===== config.mk =====
export PLATFORM = sky130hd
export DESIGN_NAME = multicycle_alu
export DESIGN_NICKNAME = d
export VERILOG_FILES = /design/src/rtl/multicycle_alu.sv
export SDC_FILE = /design/constraint.sdc
export NUM_CORES = 1
export LEC_CHECK = 0
export ABC_AREA = 1
export CAP_MARGIN = 20
export CELL_PAD_IN_SITES_DETAIL_PLACEMENT = 1
export CELL_PAD_IN_SITES_GLOBAL_PLACEMENT = 1
export CORE_MARGIN = 2
export CORE_UTILIZATION = 38
export DETAILED_ROUTE_END_ITERATION = 6
export HOLD_SLACK_MARGIN = 0.03
export PLACE_DENSITY_LB_ADDON = 0.1
export RECOVER_POWER = 25
export SETUP_SLACK_MARGIN = 0.3
export SLEW_MARGIN = 20
export SYNTH_ARGS = -nofsm -noshare
export SYNTH_HDL_FRONTEND = slang
export SYNTH_SLANG_ARGS = --single-unit

===== constraint.sdc =====
create_clock -name clk -period 2.9 [get_ports clk]
set_input_delay 0.58 -clock clk [delete_from_list [all_inputs] [get_ports clk]]
set_output_delay 0.58 -clock clk [all_outputs]
set_load 0.02 [all_outputs]

===== src/rtl/multicycle_alu.sv =====
// Multi-cycle ALU: single-cycle logic/arith ops plus an iterative
// shift-add multiplier, with valid/ready handshakes on both sides.
module multicycle_alu #(
  parameter int WIDTH  = 32,
  parameter bit MUL_EN = 1'b1
) (
  input  logic             clk,
  input  logic             rst,
  input  logic             in_valid,
  output logic             in_ready,
  input  logic [WIDTH-1:0] a_in,
  input  logic [WIDTH-1:0] b_in,
  input  logic [3:0]       alu_control,
  output logic             out_valid,
  input  logic             out_ready,
  output logic [WIDTH-1:0] alu_result,
  output logic             zero,
  output logic             negative,
  output logic             carry,
  output logic             overflow,
  output logic             busy
);

  localparam int SW  = $clog2(WIDTH);
  localparam int MSB = WIDTH - 1;

  typedef enum logic {
    IDLE = 1'b0,
    MUL  = 1'b1
  } state_t;

  state_t           state_q, state_d;
  logic [WIDTH-1:0] res_q, res_d;
  logic             z_q, z_d;
  logic             n_q, n_d;
  logic             c_q, c_d;
  logic             v_q, v_d;
  logic             ov_q, ov_d;
  logic [WIDTH-1:0] mcand_q, mcand_d;
  logic [WIDTH-1:0] mplier_q, mplier_d;
  logic [WIDTH-1:0] acc_q, acc_d;
  logic [SW-1:0]    cnt_q, cnt_d;

  logic             accept;
  logic             is_mul;
  logic             last_it;
  logic [WIDTH-1:0] acc_nx;
  logic [WIDTH:0]   sum;
  logic [WIDTH:0]   dif;
  logic [WIDTH-1:0] alu_r;
  logic             alu_c;
  logic             alu_v;
  logic [SW-1:0]    shamt;

  assign in_ready = (state_q == IDLE) && (!ov_q || out_ready);
  assign accept   = in_valid && in_ready;
  assign is_mul   = MUL_EN && (alu_control == 4'd11);
  assign last_it  = (cnt_q == SW'(WIDTH - 1));
  assign acc_nx   = mplier_q[0] ? acc_q + mcand_q : acc_q;
  assign shamt    = b_in[SW-1:0];

  assign busy       = (state_q == MUL);
  assign out_valid  = ov_q;
  assign alu_result = res_q;
  assign zero       = z_q;
  assign negative   = n_q;
  assign carry      = c_q;
  assign overflow   = v_q;

  // SUB as a + ~b + 1 so the carry-out is the "no borrow" flag.
  always_comb begin
    sum   = {1'b0, a_in} + {1'b0, b_in};
    dif   = {1'b0, a_in} + {1'b0, ~b_in} + {{WIDTH{1'b0}}, 1'b1};
    alu_r = a_in & b_in;
    alu_c = 1'b0;
    alu_v = 1'b0;
    case (alu_control)
      4'd0: alu_r = a_in & b_in;
      4'd1: alu_r = a_in | b_in;
      4'd2: begin
        alu_r = sum[WIDTH-1:0];
        alu_c = sum[WIDTH];
        alu_v = (a_in[MSB] == b_in[MSB]) &&
                (alu_r[MSB] != a_in[MSB]);
      end
      4'd3: begin
        alu_r = dif[WIDTH-1:0];
        alu_c = dif[WIDTH];
        alu_v = (a_in[MSB] != b_in[MSB]) &&
                (alu_r[MSB] != a_in[MSB]);
      end
      4'd4:  alu_r = b_in;
      4'd5:  alu_r = ~(a_in | b_in);
      4'd6:  alu_r = a_in ^ b_in;
      4'd7:  alu_r = a_in << shamt;
      4'd8:  alu_r = a_in >> shamt;
      4'd9:  alu_r = $signed(a_in) >>> shamt;
      4'd10: alu_r = {{(WIDTH-1){1'b0}},
                      $signed(a_in) < $signed(b_in)};
      default: alu_r = a_in & b_in;
    endcase
  end

  always_comb begin
    state_d  = state_q;
    res_d    = res_q;
    z_d      = z_q;
    n_d      = n_q;
    c_d      = c_q;
    v_d      = v_q;
    ov_d     = ov_q;
    mcand_d  = mcand_q;
    mplier_d = mplier_q;
    acc_d    = acc_q;
    cnt_d    = cnt_q;
    case (state_q)
      IDLE: begin
        if (ov_q && out_ready) ov_d = 1'b0;
        if (accept) begin
          if (is_mul) begin
            state_d  = MUL;
            mcand_d  = a_in;
            mplier_d = b_in;
            acc_d    = '0;
            cnt_d    = '0;
          end else begin
            res_d = alu_r;
            z_d   = (alu_r == '0);
            n_d   = alu_r[MSB];
            c_d   = alu_c;
            v_d   = alu_v;
            ov_d  = 1'b1;
          end
        end
      end
      MUL: begin
        acc_d    = acc_nx;
        mcand_d  = mcand_q << 1;
        mplier_d = mplier_q >> 1;
        cnt_d    = cnt_q + SW'(1);
        if (last_it) begin
          state_d = IDLE;
          res_d   = acc_nx;
          z_d     = (acc_nx == '0);
          n_d     = acc_nx[MSB];
          c_d     = 1'b0;
          v_d     = 1'b0;
          ov_d    = 1'b1;
        end
      end
      default: state_d = IDLE;
    endcase
  end

  always_ff @(posedge clk) begin
    if (rst) begin
      state_q  <= IDLE;
      res_q    <= '0;
      z_q      <= 1'b0;
      n_q      <= 1'b0;
      c_q      <= 1'b0;
      v_q      <= 1'b0;
      ov_q     <= 1'b0;
      mcand_q  <= '0;
      mplier_q <= '0;
      acc_q    <= '0;
      cnt_q    <= '0;
    end else begin
      state_q  <= state_d;
      res_q    <= res_d;
      z_q      <= z_d;
      n_q      <= n_d;
      c_q      <= c_d;
      v_q      <= v_d;
      ov_q     <= ov_d;
      mcand_q  <= mcand_d;
      mplier_q <= mplier_d;
      acc_q    <= acc_d;
      cnt_q    <= cnt_d;
    end
  end

endmodule


==> run summary, run 1 <==
Synthesized cell area - 18,500 um^2
GRT Total Usage - 95.5%
Hpwl dp - 100 mm
Cell Rows - 80
TritonCTS Buffers - 17
Mean Syn Cell Area - 5.37 um^2
Yosys Warn Count - 0
Syn Nets - 3,658
Synth Register Bits - 138
Htree depth - 4
Port bufs - 110
Ys flop type - dfxtp_1
Max clock buf depth - 2
Synth cell types - 49
CTS root buffer - clkbuf_16
Worst endpoint after global-route timing repair - zero$_SDFFE_PP0P_/D
Post-Synthesis Cells - 3,444
Die Y - 225 um
Worst EP Category - register data pin
Clock sink count - 138
Synth area leader - nand2_1
Fail Step - global routing
Post-synth EDFFs - 0
RePlAce Congestion - 1.08
IO Count - 111
GRT overflow - 3,035
Placed Instances - 4,780
Synth area leaders - nand2_1 25%, dfxtp_1 15%, nand3_1 12%
Ys async rst share - 0%
Error msg - [ERROR GRT-0232] Routing congestion too high. Check the congestion heatmap in the GUI.
Die X - 225 um
Initial core utilization - 38.6%
Synth top area share - 25.4%
Register area share after synthesis - 14.9%
Pin count of the biggest net entering global routing - 113
Status - stopped before the end
## metrics by stage
stage / setup slack [ps] / TNS (ps) / hold WS [ps] / cell area [um^2]
after floorplan: 188 / 0 / 445 / 18700
after global placement: -1220 / -24900 / 450 / 25900
after detailed placement: -1310 / -28810 / 459 / 25900
after CTS: -80.9 / -80.9 / 465 / 29500
## repair_timing
action                                  CTS
endpoints found under the setup margin   50
hold buffers                              0
pin swaps                               162
buffers inserted                         60
cloned                                    3
gates resized for setup                 864
## cell usage after synthesis (6+ instances only)
master and n:
nand2_1 1251, o21ai_0 168, clkbuf_1 71, nor3_1 31
buf_2 58, dfxtp_1 138, inv_1 345, or2_2 24
and2_1 8, nand3b_1 11, inv_2 11, ha_1 139
nor2_1 280, o221ai_1 7, a22oi_1 7, o21bai_1 16
o21ai_1 6, nand3_1 457, nand4_1 45, a21oi_1 190
o211ai_1 18, buf_1 8, buf_4 15, a31oi_1 67
o22ai_1 13
## kinds of logic after synthesis
logic type                 synth area share (%)
DFF                                        14.9
and+or+nand+nor                            48.2
adders and majority gates                  9.72
AOI/OAI and AO/OA                          15.4
xor gates and xnor gates                  0.284
buffers and inverters                      11.5
## per-layer routing
metal	overflow	global-route usage (%)
met5	2	47.8
met3	38	72.9
met2	2237	121
met1	32	87.9
met4	726	109
==> run 2: changes to the inputs <==
CELL_PAD_IN_SITES_DETAIL_PLACEMENT = unset   (was 1)
CELL_PAD_IN_SITES_GLOBAL_PLACEMENT = unset   (was 1)
CORE_UTILIZATION = 35   (was 38)
HOLD_SLACK_MARGIN = unset   (was 0.03)
PLACE_DENSITY_LB_ADDON = 0.15   (was 0.1)
SETUP_SLACK_MARGIN = unset   (was 0.3)
clock period = 3.8 ns   (was 2.9 ns; I/O delays follow)
==> run 2 against run 1 <==
Effect of this change: synthesized cell count is the same; synthesized area is the same; the flow now finishes without violations.
==> run summary, run 2 <==
Status - complete, no violations
Crit start category - primary input
Synth cell types - 49 (unchanged)
Yosys Warn Count - 0 (unchanged)
Antenna violations before repair - 2
Post-Synthesis Cells - 3,444 (unchanged)
Antenna viol nets, final - 0
CTS tree - done
CTS root buffer - clkbuf_16
Die Y - 234 um (+4.1%)
Commonest non-fill, non-tap cell in the layout - nand2_1
CTS resizes - 0 (-100%)
Clock Pin Slew Worst Setup and Hold Paths - 60 ps
Mean Syn Cell Area - 5.37 um^2 (unchanged)
Final Net Count - 4,033
Critical Path Sink Type - flip-flop
Remaining DRCs - 0
Synth area leader - nand2_1
Hold buffers post-CTS - 0 (unchanged)
Max_cap viols - 0
Count leader, synth - nand2_1
Later-pin clock latency in the skew report - 500 ps
WL per Instance - 21.4 um
Worst slew margin - 29.7%
Crit share post-route - 94.6%
Final Hold Fails - 0
Ys async rst share - 0% (unchanged)
IO Count - 111 (unchanged)
Synth top area share - 25.4% (unchanged)
Worst IR Drop VDD - 0.000350 V
Initial core utilization - 35.3% (-3.3 points)
Max Fanout on Critical Path - 44
Syn Nets - 3,658 (unchanged)
Ys flop type - dfxtp_1
Postcts setup bufs - 0 (-100%)
Vias in the first global route - 23,239
Clock sink count - 138 (unchanged)
Number of cells on the worst reg-to-reg path - 19
Post-synth EDFFs - 0 (unchanged)
TritonCTS Buffers - 17 (unchanged)
Ant. Diodes - 0
Critical Setup Path Class - in -> reg
Final WL - 96.8 mm
Synth area leaders - nand2_1 25%, dfxtp_1 15%, nand3_1 12%
Full die area - 54,700 um^2
Cells on Worst Hold Path - 2
Share of post-route cells with drive strength above 1 - 13.1%
Clock skew - 14.0 ps
Fill count - 5,880
RSZ-0062 raised after global routing - no
Fmax - 278 MHz
Register area share after synthesis - 14.9% (unchanged)
WHS - 458 ps
Placeable Area - 52,400 um^2
Slew Limit Fails - 0
TritonRoute pass-1 iters - 6
GRT Total Usage - 35.3%
GRT overflow - 0
Die X - 234 um (+4.1%)
Synth top cells by count - 1,251 x nand2_1, 457 x nand3_1, 345 x inv_1
Area grow syn2layout - 27.3%
Number of DRC markers in iteration 0 - 2,457
Critical Path AT - 3940 ps
Max clock buf depth - 2 (unchanged)
Cell Rows - 84 (+5.0%)
Worst path required time - 4150 ps
Via count - 24,662
Via/cell ratio - 5.46
Port bufs - 110 (unchanged)
Fin crit period - 3600 ps
Synthesized cell area - 18,500 um^2 (unchanged)
Final core occ - 44.9%
Least-Margin Pin Slew - 1050 ps
Most frequent cells in the layout - 1,251 x nand2_1, 457 x nand3_1, 389 x buf_4, 343 x inv_1, 275 x nor2_1
RePlAce Congestion - 1.06 (-1.0%)
Hpwl dp - 79.5 mm (-21%)
Hold Path Class - reg -> reg
Synth Register Bits - 138 (unchanged)
First-pass GRT wire length - 143 mm
LEAKAGE - 0.0120 uW
Setup violations, final - 0
Pwr per Cell Area - 254 nW/um^2
Pin count of the biggest net entering global routing - 70
Htree depth - 4 (unchanged)
## run 2: cell counts after synthesis
Identical to the previous run, type by type.
## run 2: kinds of logic after synthesis
group	after synthesis	synth area share [%]
compound gates	510	15.4
xor+xnor	6	0.284
fa+ha+maj	142	9.72
buf+inv	519	11.5
flops	138	14.9
simple gates	2129	48.2
## run 2: path summary, 6_finish.rpt
| path | from | endpoint | slack, ps |
|---|---|---|---|
| max | alu_control[2] | acc_q[0] | 200 |
| min | alu_result[13] | alu_result[13] | 460 |
| max reg2reg | mcand_q[0] | zero | 450 |
| min reg2reg | alu_result[13] | alu_result[13] | 460 |
## run 2: power by group
| group | switching [uW] | total (uW) | internal (uW) |
|---|---|---|---|
| combinational | 1630 | 2610 | 976 |
| clock | 786 | 1840 | 1050 |
| sequential | 41.8 | 1540 | 1500 |
## run 2: area by class of cell
type,instances,area [um^2],share of cell area (%)
clock buffers,20,447,1.90
flip-flops and latches,138,2770,11.7
inverters,357,1340,5.69
well taps,688,861,3.65
clock inverters,12,161,0.685
repair buffers,518,4340,18.4
multi-input cells,2787,13600,57.9
## run 2: through the flow
stage                     TNS (ps)  power (uW)  cells  area, um^2  setup WS [ps]
after detailed placement     -1200        4120   4488       23000           -297
after floorplan                  0        2850   3444       18500            486
after global routing             0        6280   4520       23600           12.4
after global placement        -978        4140   4488       23000           -295
final                            0        5990   4520       23600            204
after CTS                        0        5980   4520       23600            213
## run 2: critical path, cell delays in order
cell and delay, ps:
dlygate4sd3_1 620, inv_1 320, nand2_4 120, nor2_1 110, clkbuf_1 520, inv_1 90, nor2_1 330, nor2_4 60
clkbuf_2 620, a21oi_1 330, nor2_1 50
## run 2: routing by layer
metal  GRT usage [%]  part of all wire (%)  vias to the layer above
met3            5.79                   7.3                      254
met2            58.0                    45                     1056
met5               0                 0.013                        -
met1            44.1                    42                    11346
li1                -                     -                    12004
met4            19.4                   6.1                        2
Power figures use the tool's default switching activity.
